## src/rtl/regfile_hazard_scoreboard.sv

```systemverilog
// regfile_hazard_scoreboard: tracks in-flight writes in EX/MEM/WB, raises load-use stall
// and registers per-operand forwarding selects for the instruction entering EX.
module regfile_hazard_scoreboard #(
   parameter int ADDR_W = 5
) (
   input  logic              clk,
   input  logic              rst,
   input  logic              id_valid,
   input  logic [ADDR_W-1:0] ReadReg1,
   input  logic [ADDR_W-1:0] ReadReg2,
   input  logic              id_useRs1,
   input  logic              id_useRs2,
   input  logic [ADDR_W-1:0] WriteReg,
   input  logic              id_regWrite,
   input  logic              id_memRead,
   input  logic              flush,
   output logic              stall,
   output logic [1:0]        fwdA,
   output logic [1:0]        fwdB,
   output logic              ex_busy,
   output logic              mem_busy,
   output logic              wb_busy
);
   typedef struct packed {
      logic              valid;
      logic [ADDR_W-1:0] dest;
      logic              wr;
      logic              ld;
   } slot_t;
   slot_t ex_q, ex_d, mem_q;
   logic wb_q;
   logic [1:0] fwd_a_q, fwd_a_d, fwd_b_q, fwd_b_d;
   logic ex_wr, mem_wr, a_ex, b_ex, a_mem, b_mem, bubble;
   always_comb begin
      ex_wr   = ex_q.valid & ex_q.wr & (ex_q.dest != '0);
      mem_wr  = mem_q.valid & mem_q.wr & (mem_q.dest != '0);
      a_ex    = id_useRs1 & (ReadReg1 != '0) & ex_wr & (ex_q.dest == ReadReg1);
      b_ex    = id_useRs2 & (ReadReg2 != '0) & ex_wr & (ex_q.dest == ReadReg2);
      a_mem   = id_useRs1 & (ReadReg1 != '0) & mem_wr & (mem_q.dest == ReadReg1);
      b_mem   = id_useRs2 & (ReadReg2 != '0) & mem_wr & (mem_q.dest == ReadReg2);
      stall   = id_valid & ~flush & (a_ex | b_ex) & ex_q.ld;
      bubble  = ~id_valid | stall | flush;
      ex_d    = bubble ? '0 : slot_t'{1'b1, WriteReg, id_regWrite, id_memRead};
      // an EX match here is never a load: that case stalled and became a bubble
      fwd_a_d = bubble ? 2'b00 : a_ex ? 2'b01 : a_mem ? 2'b10 : 2'b00;
      fwd_b_d = bubble ? 2'b00 : b_ex ? 2'b01 : b_mem ? 2'b10 : 2'b00;
   end
   always_ff @(posedge clk) begin
      if (rst) begin
         ex_q    <= '0;
         mem_q   <= '0;
         wb_q    <= 1'b0;
         fwd_a_q <= 2'b00;
         fwd_b_q <= 2'b00;
      end else begin
         ex_q    <= ex_d;
         mem_q   <= ex_q;
         wb_q    <= mem_q.valid;
         fwd_a_q <= fwd_a_d;
         fwd_b_q <= fwd_b_d;
      end
   end
   assign fwdA     = fwd_a_q;
   assign fwdB     = fwd_b_q;
   assign ex_busy  = ex_q.valid;
   assign mem_busy = mem_q.valid;
   assign wb_busy  = wb_q;
endmodule
```

## config.mk

```make
export PLATFORM = sky130hd
export DESIGN_NAME = regfile_hazard_scoreboard
export DESIGN_NICKNAME = d
export VERILOG_FILES = /design/src/rtl/regfile_hazard_scoreboard.sv
export SDC_FILE = /design/constraint.sdc
export NUM_CORES = 1
export LEC_CHECK = 0
export CORE_MARGIN = 2
export CORE_UTILIZATION = 40
export DETAILED_ROUTE_END_ITERATION = 6
export PLACE_DENSITY = 0.69
export SLEW_MARGIN = 10
export SYNTH_ARGS = -nofsm -noshare
export SYNTH_HDL_FRONTEND = slang
export SYNTH_SLANG_ARGS = --single-unit
```

## constraint.sdc

```tcl
create_clock -name clk -period 2.3 [get_ports clk]
set_clock_uncertainty 0.2 [all_clocks]
set_input_delay 0.345 -clock clk [delete_from_list [all_inputs] [get_ports clk]]
set_output_delay 0.345 -clock clk [all_outputs]
set_load 0.005 [all_outputs]
```

==> flow_metrics.env <==
export IMPL_htreeDepth=1
export IMPL_routabilityCongestion=0.876
export IMPL_syn_num_nets=124
export IMPL_synth_seq_cells=20
export IMPL_grt_pass1_vias=826
export IMPL_synthToLayoutAreaGrowth_pct=58.3
export IMPL_hpwl_mm=1.72
export IMPL_rsz0062_at_grt="false"
export IMPL_cts_clk_slew_worst_paths_ns=0.11
export IMPL_fin_tns_setup_ns=0
export IMPL_use_met3_pct=1.72
export IMPL_netlist_area_um2=910
export IMPL_slew_headroom_pct=83.9
export IMPL_cts_sinks=20
export IMPL_status="completed"
export IMPL_pin_count=31
export IMPL_overflow=0
export IMPL_setup_worst_path_start="ReadReg1[3]"
export IMPL_wl_per_cell_um=12.2
export IMPL_synth_avg_cell_area_um2=9.01
export IMPL_startpoint_type="input pin"
export IMPL_setup_viol=0
export IMPL_top_usage_layer="met2"
export IMPL_track_usage_pct=18.2
export IMPL_die_area_mm2=0.00267
export IMPL_yosysUniqueCellTypes=20
export IMPL_hold_buffers=0
export IMPL_drt_iter0_markers=14
export IMPL_via_per_inst=4.59
export IMPL_start_util_pct=41.5
export IMPL_timing_critical_path_required_ns=1.75
export IMPL_grt_pass1_wl_mm=3.62
export IMPL_finalMaxSlewViolations=0
export IMPL_portBuffers=30
export IMPL_powerDensity_mw_per_mm2=461
export IMPL_worstPathArrival_ns=1.62
export IMPL_crit_path_end_kind="output pin"
export IMPL_core_area_mm2=0.00219
export IMPL_p_leak_nw=0.659
export IMPL_cap_violations=0
export IMPL_cts_tree="done"
export IMPL_root_buffer="clkbuf_4"
export IMPL_cts_made_buffers=3
export IMPL_post_route_period_util_pct=94.1
export IMPL_antenna_found_initial=0
export IMPL_worst_slew_pin_slew_ns=0.241
export IMPL_synthCells=101
export IMPL_crit_fanout=3
export IMPL_die_y_um=51.7
export IMPL_met1_usage_pct=23.0
export IMPL_grtUsageMet2_pct=32.9
export IMPL_antenna_cells=0
export IMPL_critPathKind="in2out"
export IMPL_core_rowCount=17
export IMPL_hp_class="in2reg"
export IMPL_firstDrtPassIters=4
export IMPL_fin_crit_ns=2.16
export IMPL_routed_wl_mm=2.21
export IMPL_reg2reg_from="ex_q[6]"
export IMPL_seq_area_frac_synth_pct=44.0
export IMPL_peakVddDrop_uv=456
export IMPL_finalHoldViolations=0
export IMPL_ant_nets=0
export IMPL_drc=0
export IMPL_final_layout_size_suffix_gt1_share_pct=22.2
export IMPL_insertion_delay_ns=0.29
export IMPL_final_nets=177
export IMPL_min_from="id_useRs2"
export IMPL_grt_max_degree=12
export IMPL_cts_buffer_depth=2
export IMPL_max_freq_mhz=462
export IMPL_whs_ns=0.246
export IMPL_vias=830
export IMPL_yosys_warnings=0
export IMPL_die_width_um=51.7
-- metrics by stage --
stage | instance area (um2) | setup slack [ns] | total power [mW] | std cells | utilization, %
final | 1440 | 0.136 | 0.665 | 181 | 65.7
after global routing | 1440 | 0.0662 | 0.697 | 181 | 65.7
after CTS | 1420 | 0.0108 | 0.667 | 180 | 64.8
after detailed placement | 1370 | -0.375 | 0.473 | 175 | 62.5
after global placement | 1370 | -0.350 | 0.471 | 175 | 62.5
after floorplan | 910 | 0.647 | 0.399 | 101 | -
-- kinds of logic after synthesis --
| group | synth area share [%] |
|---|---|
| AOI/OAI and AO/OA | 3.58 |
| xor gates and xnor gates | 19.3 |
| buffers and inverters | 0.412 |
| DFF | 44.0 |
| and+or+nand+nor | 32.7 |
-- cells in the final DEF, fill, tap and decap left out, types with 2 or more instances in the layout --
cell and n:
dlymetal6s2s_1 5, buf_4 19, nor2b_1 9, nand2_1 12
xor2_1 15, and3_1 2, nand4_1 2, nor3_2 4
dfxtp_1 16, dlygate4sd2_1 4, nand3_1 4, dfxtp_2 3
xnor2_1 5, nor2_1 13, clkdlybuf4s50_1 20, clkbuf_4 3
nor3_1 6
-- synthesized netlist by cell type --
cell / n / area (um2)
and4_1: 1 / 8.76
and3_1: 2 / 12.5
clkbuf_1: 1 / 3.75
nor3_2: 2 / 20.0
o2111a_1: 1 / 11.3
xor2_1: 15 / 131
nor2_1: 13 / 48.8
nor4_1: 1 / 6.26
dfxtp_1: 20 / 400
nor2b_1: 9 / 56.3
nand4_1: 2 / 12.5
nor3b_1: 1 / 7.51
nand4_2: 1 / 12.5
nand3b_1: 1 / 7.51
a21oi_1: 1 / 5.00
xnor2_1: 5 / 43.8
nand3_1: 4 / 20.0
a21oi_4: 1 / 16.3
nand2_1: 12 / 45.0
nor3_1: 8 / 40.0
-- state kept, by name, indices dropped and copies added, names as in the netlist --
signal	cells
ex_q	7
mem_q	6
fwdA	2
fwdB	2
ex_busy	1
mem_busy	1
wb_busy	1
-- final cells by class --
class	count	area, um2
fill	176	751
multi-input combinational	80	515
timing repair buffer	49	445
sequential	20	408
clock buffer	4	36.3
tap	28	35.0
-- report_power, final --
part | switching (mW) | total (mW) | internal (mW)
Sequential | 0.00702 | 0.359 | 0.352
Clock | 0.102 | 0.198 | 0.0963
Combinational | 0.0414 | 0.107 | 0.0654
Total | 0.151 | 0.665 | 0.514
-- metal layers --
layer  wire length (um)  up-vias
li1                   -      439
met1               1010      374
met2               1120       17
met3                 73        0
met4                  0        0
met5                  0        -
-- final timing paths --
| kind | endpoint | slack, ns | depth (start not counted) |
|---|---|---|---|
| max | stall | 0.14 | 6 |
| min | fwdB[1] | 0.25 | 3 |
| max reg2reg | fwdA[1] | 0.58 | 5 |
| min reg2reg | wb_busy | 0.29 | 1 |
-- worst max-delay path, stage by stage --
cell and delay, ns:
clkdlybuf4s50_1 0.46, xor2_1 0.17, nor3_2 0.16, nand4_2 0.17
a21oi_4 0.18, buf_2 0.13
-- what timing repair did --
action / CTS / global route
endpoints found under the setup margin: 1 / 1
resized for setup: 9 / 11
buffers inserted: 1 / 1
pin swaps: 6 / 7
Power figures use the tool's default switching activity.
